--- src/rtl/fir_mac_array_serial.sv ---
// Run-time-programmable serial FIR: MAC_NUM parallel MACs each walk TAPS_PER_MAC taps, pipelined adder tree.
// Optional output saturation with sticky ovf enabled by macro FIR_MAC_ARRAY_SAT_EN.
module fir_mac_array_serial #(
  parameter int unsigned DIN_BITS     = 16,
  parameter int unsigned COEFF_BITS   = 16,
  parameter int unsigned MAC_NUM      = 2,
  parameter int unsigned TAPS_PER_MAC = 4,
  parameter int unsigned DOUT_BITS    = 16,
  parameter int unsigned OUT_SHIFT    = 15
) (
  input  logic                                          clk,
  input  logic                                          reset,
  input  logic                                          clken,
  input  logic                                          coeff_wr,
  input  logic [$clog2(MAC_NUM*TAPS_PER_MAC)-1:0]       coeff_addr,
  input  logic [COEFF_BITS-1:0]                         coeff_data,
  output logic                                          coeff_ready,
  input  logic                                          din_valid,
  input  logic [DIN_BITS-1:0]                           din,
  output logic                                          din_ready,
  output logic [DOUT_BITS-1:0]                          dout,
  output logic                                          dout_valid,
  output logic                                          ovf
);

  localparam int unsigned TAPS      = MAC_NUM * TAPS_PER_MAC;
  localparam int unsigned ADDR_BITS = $clog2(TAPS);
  localparam int unsigned KW        = $clog2(TAPS_PER_MAC);
  localparam int unsigned ADD_ST    = $clog2(MAC_NUM);
  localparam int unsigned PROD_BITS = DIN_BITS + COEFF_BITS;
  localparam int unsigned ACC_BITS  = DIN_BITS + COEFF_BITS + $clog2(TAPS);
  localparam int unsigned RW        = ACC_BITS + 1;
  localparam logic signed [RW-1:0] RND = RW'((RW'(1) << OUT_SHIFT) >> 1);

  typedef enum logic {ST_IDLE, ST_MAC} state_t;

  state_t                       state_q, state_d;
  logic [KW-1:0]                k_q, k_d;
  logic                         accept_c, last_c;
  logic signed [DIN_BITS-1:0]   x_q     [TAPS];
  logic signed [COEFF_BITS-1:0] coeff_q [TAPS];
  logic signed [ACC_BITS-1:0]   acc_q   [MAC_NUM];
  logic signed [PROD_BITS-1:0]  prod_c  [MAC_NUM];
  logic signed [ACC_BITS-1:0]   part_c  [MAC_NUM];
  logic signed [ACC_BITS-1:0]   sum_c;
  logic                         sum_vld_c;
  logic signed [RW-1:0]         rnd_c;
  logic [DOUT_BITS-1:0]         dout_q;
  logic                         dout_valid_q;

  assign din_ready   = (state_q == ST_IDLE);
  assign coeff_ready = (state_q == ST_IDLE);

  // Next-state: one accept, then TAPS_PER_MAC MAC cycles
  always_comb begin
    state_d  = state_q;
    k_d      = k_q;
    accept_c = 1'b0;
    last_c   = 1'b0;
    if (clken) begin
      case (state_q)
        ST_IDLE: begin
          if (din_valid) begin
            accept_c = 1'b1;
            state_d  = ST_MAC;
            k_d      = '0;
          end
        end
        ST_MAC: begin
          if (k_q == KW'(TAPS_PER_MAC - 1)) begin
            last_c  = 1'b1;
            state_d = ST_IDLE;
          end else begin
            k_d = k_q + KW'(1);
          end
        end
        default: state_d = ST_IDLE;
      endcase
    end
  end

  // Per-MAC product and running sum; part_c is the final partial at the last tap
  always_comb begin
    for (int m = 0; m < MAC_NUM; m++) begin
      prod_c[m] = PROD_BITS'(coeff_q[ADDR_BITS'(m * TAPS_PER_MAC) + ADDR_BITS'(k_q)])
                * PROD_BITS'(x_q[ADDR_BITS'(m * TAPS_PER_MAC) + ADDR_BITS'(k_q)]);
      part_c[m] = ((k_q == '0) ? '0 : acc_q[m]) + ACC_BITS'(prod_c[m]);
    end
  end

  always_ff @(posedge clk or posedge reset) begin
    if (reset) begin
      state_q <= ST_IDLE;
      k_q     <= '0;
      for (int i = 0; i < TAPS; i++) begin
        x_q[i]     <= '0;
        coeff_q[i] <= '0;
      end
      for (int m = 0; m < MAC_NUM; m++) acc_q[m] <= '0;
    end else if (clken) begin
      state_q <= state_d;
      k_q     <= k_d;
      if (coeff_wr && coeff_ready && (int'(coeff_addr) < TAPS))
        coeff_q[coeff_addr] <= coeff_data;
      if (accept_c) begin
        x_q[0] <= din;
        for (int i = 1; i < TAPS; i++) x_q[i] <= x_q[i-1];
      end
      if (state_q == ST_MAC)
        for (int m = 0; m < MAC_NUM; m++) acc_q[m] <= part_c[m];
    end
  end

  // Binary adder tree, one register per level
  if (ADD_ST == 0) begin : g_flat
    assign sum_c     = part_c[0];
    assign sum_vld_c = last_c;
  end else begin : g_tree
    localparam int unsigned HALF = MAC_NUM / 2;
    logic signed [ACC_BITS-1:0] lvl_c [ADD_ST+1][MAC_NUM];
    logic signed [ACC_BITS-1:0] stg_q [ADD_ST][HALF];
    logic [ADD_ST-1:0]          vld_q;

    always_comb begin
      for (int s = 0; s <= ADD_ST; s++)
        for (int j = 0; j < MAC_NUM; j++) lvl_c[s][j] = '0;
      for (int j = 0; j < MAC_NUM; j++) lvl_c[0][j] = part_c[j];
      for (int s = 0; s < ADD_ST; s++)
        for (int j = 0; j < HALF; j++) lvl_c[s+1][j] = stg_q[s][j];
    end

    always_ff @(posedge clk or posedge reset) begin
      if (reset) begin
        vld_q <= '0;
        for (int s = 0; s < ADD_ST; s++)
          for (int j = 0; j < HALF; j++) stg_q[s][j] <= '0;
      end else if (clken) begin
        vld_q <= (vld_q << 1) | ADD_ST'(last_c);
        for (int s = 0; s < ADD_ST; s++)
          for (int j = 0; j < HALF; j++) stg_q[s][j] <= lvl_c[s][2*j] + lvl_c[s][2*j+1];
      end
    end

    assign sum_c     = lvl_c[ADD_ST][0];
    assign sum_vld_c = vld_q[ADD_ST-1];
  end

  assign rnd_c = RW'(sum_c) + RND;

`ifdef FIR_MAC_ARRAY_SAT_EN
  localparam logic [DOUT_BITS-1:0] DMAX = {1'b0, {(DOUT_BITS-1){1'b1}}};
  localparam logic [DOUT_BITS-1:0] DMIN = {1'b1, {(DOUT_BITS-1){1'b0}}};
  logic signed [RW-1:0]     shf_c;
  logic [RW-DOUT_BITS:0]    hi_c;
  logic                     ovr_c;
  logic                     ovf_q;

  assign shf_c = rnd_c >>> OUT_SHIFT;
  assign hi_c  = shf_c[RW-1:DOUT_BITS-1];
  // Out of range whenever the bits above the output sign are not a pure sign extension
  assign ovr_c = ~((&hi_c) | ~(|hi_c));

  always_ff @(posedge clk or posedge reset) begin
    if (reset) begin
      dout_q       <= '0;
      dout_valid_q <= 1'b0;
      ovf_q        <= 1'b0;
    end else if (clken) begin
      dout_valid_q <= sum_vld_c;
      if (sum_vld_c) begin
        dout_q <= ovr_c ? (shf_c[RW-1] ? DMIN : DMAX) : shf_c[DOUT_BITS-1:0];
        ovf_q  <= ovf_q | ovr_c;
      end
    end
  end

  assign ovf = ovf_q;
`else
  always_ff @(posedge clk or posedge reset) begin
    if (reset) begin
      dout_q       <= '0;
      dout_valid_q <= 1'b0;
    end else if (clken) begin
      dout_valid_q <= sum_vld_c;
      if (sum_vld_c) dout_q <= DOUT_BITS'(rnd_c >>> OUT_SHIFT);
    end
  end

  assign ovf = 1'b0;
`endif

  assign dout       = dout_q;
  assign dout_valid = dout_valid_q;

endmodule

--- config.mk ---
export PLATFORM = sky130hd
export DESIGN_NAME = fir_mac_array_serial
export DESIGN_NICKNAME = d
export VERILOG_FILES = /design/src/rtl/fir_mac_array_serial.sv
export SDC_FILE = /design/constraint.sdc
export NUM_CORES = 2
export LEC_CHECK = 0
export ABC_AREA = 1
export CORE_MARGIN = 2
export CORE_UTILIZATION = 40
export CTS_CLUSTER_SIZE = 24
export DETAILED_ROUTE_END_ITERATION = 6
export GPL_TIMING_DRIVEN = 0
export PLACE_DENSITY = 0.52
export RECOVER_POWER = 100
export SLEW_MARGIN = 20
export SYNTH_ARGS = -nofsm -noshare
export SYNTH_HDL_FRONTEND = slang
export SYNTH_SLANG_ARGS = --single-unit
--- constraint.sdc ---
create_clock -name clk -period 33.9 [get_ports clk]
set_input_delay 10.17 -clock clk [delete_from_list [all_inputs] [get_ports clk]]
set_output_delay 10.17 -clock clk [all_outputs]
set_load 0.01 [all_outputs]
* Word-level counts from Yosys, hierarchy flattened
Cells that the tools add are included.
** Word-level totals
- Word-level logic and storage cells :: 78
- Register bits after elaboration :: 378
- Output and inout bits :: 20
- Input port bits :: 40
** Cells by class
- Bitwise gates (word level) :: 4
- Mux-type cells :: 27
- Multiply operators :: 2
- Order comparisons :: 4
- Equal/unequal tests :: 3
- Add/sub/neg operators :: 6
- Reductions and logical operators :: 8
** Operators by type and width (number)
- binary-select mux 16 bit (select 3 bit) :: 4
- two-way mux 16 bit :: 9
- bitwise mux 128 bit :: 1
- adder 35 bit :: 2
- two-way mux 35 bit :: 2
- multiplier 16 x 16 -> 32 bit :: 2
- demux 16 bit (select 3 bit) :: 1
- adder 31 x 16 -> 31 bit, second input constant :: 1
- adder 31 bit :: 1
- greater-or-equal comparator 4 bit, second input constant :: 3
- inverter 3 -> 4 bit :: 2
- AND reduction 2 bit :: 4
- two-way mux 1 bit :: 6
- < comparator 4 x 1 -> 1 bit, second input constant :: 1
- two-way mux 2 bit :: 2
- inverter 2 -> 4 bit :: 1
- one-hot mux 2 bit (2 select lines) :: 1
- adder 3 x 2 -> 3 bit, first input constant :: 1
- AND reduction 3 bit :: 1
- adder 2 x 1 -> 2 bit, second input constant :: 1
- == test 2 bit, second input constant :: 1
- logical AND 1 bit :: 2
- zero test 2 bit :: 1
- inequality test 2 x 1 -> 1 bit, second input constant :: 1
- other kinds (3) :: 3

* Logic depth before layout (Yosys ltp)
- Word-level depth :: 8
- Gate-level depth with buffers :: 58

* Worst setup path before layout
OpenSTA, ideal clock, no wires.
- Kind :: input port to flip-flop
- Start :: input clken
- End :: register x_q[115] in the netlist's numbering
- Stages :: 6
- Arrival time :: 11410 ps
- Setup time :: 131 ps
- Buffers on the path :: 3
- Slack :: 22359 ps
- Cell sequence :: clkbuf_1 > nand3_1 > clkinv_1 > clkbuf_1 > clkbuf_1 > o21ai_0
** On the way
- Longest elaborated chain between the ends :: 2
** Ends and longest elaborated chain
- start: declaration :: line 13 : input logic clken,
- two-way mux 1 bit :: line 60 : if (clken) begin
- AND reduction 2 bit (no source line) *
- end: declaration :: line 40 : logic signed [DIN_BITS-1:0] x_q [TAPS];
Every way passes the cells marked *; elsewhere a longest branch is shown, timed or not.
A chain may end at the register's enable or synchronous reset.

==> flow_summary.ini <==
[status]
outcome = finished, violations left
violations = max-capacitance violations, max-slew violations

[setup_path]
worstPathMaxFanout = 97
critical_path_buf_inv_count = 4
cp.arrival_ns = 17.77
crit_chain = dlygate4sd3_1 -> clkinvlp_2 -> clkbuf_1 -> clkbuf_1
start_kind = input pin
critPathMostFrequentCell = clkbuf_1
crit_path_top_delay_cell = clkbuf_1
worstSetupEndpointType = async pin
cp_top_family = buffers and inverters
critical_path.max_stage_delay_ns = 3.75
worstPathRequired_ns = 33.87
worstSetupPathType = in2async

[synth]
ys_seq_elements = 356
synth_top_area_cell = fa_1
syn_avg_cell_area_um2 = 7.84
netlist.area_leader.share_pct = 25.8
synth_top_flop_cell = dfrtp_1
synth_edf_count = 0
async_reset_ff_share_pct = 100
yosysSeqAreaShare_pct = 22.3
yosys-top-cells-area = fa_1 26%, dfrtp_1 22%, nand2_1 11%, inv_1 9.6%, ha_1 7.9%
synth_cell_type_count = 55
yosysWarningCount = 0
syn_nets = 5902
syn-instance-count = 5096
synth_area_mm2 = 0.0399

[finish]
diodes = 0
layout_common_cells = 1,180 x nand2_1, 1,023 x inv_1, 576 x nor2_1, 514 x fa_1, 356 x dfrtp_1
layout_commonest_cell = nand2_1
syn2layout_area_growth_pct = 9.47
layout.filler_cells = 10200
layout-drive-gt1-share_pct = 3.87
nNetsFinal = 6016
utilization_pct = 44.3

[job]
max_cap_violations = 4

[sta]
drv_slew = 354
fmax_ghz = 0.0562
tns_ns = 0
finalCritPeriodShare_pct = 52.5
skew_ns = 0.0450
setup_violations = 0
period_minus_slack_ns = 17.80
final_hold_viol_count = 0
slew_headroom_pct = -272
fin_ws_ns = 16.10
worst_pin_slew_ns = 5.57
grt_setup_unrepaired = false

[clocking]
cts_hold_buf = 0
cts_tree = built
clk_pin_slew_ns = 0.07
cts_setup_buffers = 0
post_cts_resized = 0
clkSinkCount = 356
cts_buffers = 45
clock_latency_ns = 0.64
htreeDepth = 2
cts_max_path_buffers = 3
cts_root_buffer = clkbuf_16

[drt]
drt-pass1-iter-count = 6
vias = 33300
wl_per_cell_um = 20.2
via_per_inst = 5.10
wl_mm = 132
drcViolationCount = 0
drt-initial-drc-count = 2356
antenna_left = 0

[placement]
hpwlAfterDp_mm = 106
portBuffers = 57
gp_congestion = 0.920
place_ws_ns = 20.97

[die]
start_util_pct = 40.5
die_y_um = 320
io_pins = 60
die_width_um = 320
die-area_mm2 = 0.102
core_area_mm2 = 0.0987
core.rowCount = 115

[grt]
overflow = 0
grt_pass1_vias = 34200
track_usage_pct = 26.4
grt_max_degree = 99
grt_pass1_wl_mm = 206
antenna_found_initial = 4

[worst_hold_path]
worstHoldPathType = reg2reg
[stage by stage]
step / hold WS [ns] / area, µm² / instances
after global routing: 0.489 / 43700 / 6532
after floorplan: 0.449 / 39900 / 5096
final: 0.472 / 43700 / 6532
after detailed placement: 0.457 / 42300 / 6449
after global placement: 0.456 / 42100 / 6440
after CTS: 0.474 / 43800 / 6531
[registers in the layout, indices dropped and copies added (netlist names)]
name / cells
g_tree.stg_q: 17
k_q: 2
dout_valid: 1
acc_q: 62
dout: 16
coeff_q: 128
g_tree.vld_q: 1
x_q: 128
state_q: 1
[synth_stat cells, types with 6 or more instances]
cell type and n:
nand2_2 11, buf_1 12, nor3_1 25, dfrtp_1 356
or2_2 12, nand4_1 18, inv_2 6, nand3_2 9
a32oi_2 27, xnor2_1 39, nand3_1 102, nand2_1 1180
clkinv_1 12, nor2_1 576, ha_1 252, buf_2 35
o21ai_1 8, clkbuf_1 89, xor2_1 81, nand3b_1 7
o21a_1 8, a21oi_1 259, o211ai_1 6, a31oi_1 18
o21bai_1 15, a21o_1 13, a32oi_1 27, fa_1 514
o21ai_0 296, inv_1 1023
[cell type report]
cell class / count / area (µm²) / area share, %
Timing Repair Buffer: 67 / 618 / 1.41
Multi-Input combinational cell: 3551 / 26400 / 60.5
Buffer: 147 / 646 / 1.48
Inverter: 1042 / 3920 / 8.96
Clock inverter: 20 / 289 / 0.661
Tap cell: 1287 / 1610 / 3.68
Sequential cell: 356 / 8910 / 20.4
Clock buffer: 62 / 1280 / 2.93
[logic make-up after synthesis]
kind of cell	Yosys count	synth area share (%)
and+or+nand+nor	1954	19.4
buffers and inverters	1189	11.4
adders and majority gates	766	33.7
AOI/OAI and AO/OA	710	10.5
DFF	356	22.3
xor gates and xnor gates	120	2.63
other	1	0.00939
[worst min-delay path, cell delays in order, from the launching register on]
cell and delay (ns):
dfrtp_1 0.36, nand2_1 0.06, nand2_1 0.05
[path summary, 6_finish.rpt]
| path | endpoint | depth (start not counted) | slack (ns) | from |
|---|---|---|---|---|
| min in group asynchronous | x_q[111]$_DFFE_PP0P_ | 2 | 10.19 | reset |
| min | x_q[72]$_DFFE_PP0P_ | 2 | 0.47 | x_q[88]$_DFFE_PP0P_ |
| max reg2reg | g_tree.stg_q[30]$_DFFE_PP0P_ | 46 | 19.96 | k_q[1]$_DFFE_PP0P_ |
| max | coeff_q[47]$_DFFE_PP0P_ | 4 | 16.10 | reset |
| min reg2reg | x_q[72]$_DFFE_PP0P_ | 2 | 0.47 | x_q[88]$_DFFE_PP0P_ |
| max in group clk | g_tree.stg_q[30]$_DFFE_PP0P_ | 46 | 19.96 | k_q[1]$_DFFE_PP0P_ |
[layer usage]
metal	wire length [µm]	global-route usage, %
met1	59700	36.3
met2	61700	44.0
met3	6420	2.72
met4	4410	8.12
met5	0	0
Power is left out: the tool's default activity adds up to more than one toggle a clock period on the data nets, which glitch-free logic cannot reach.
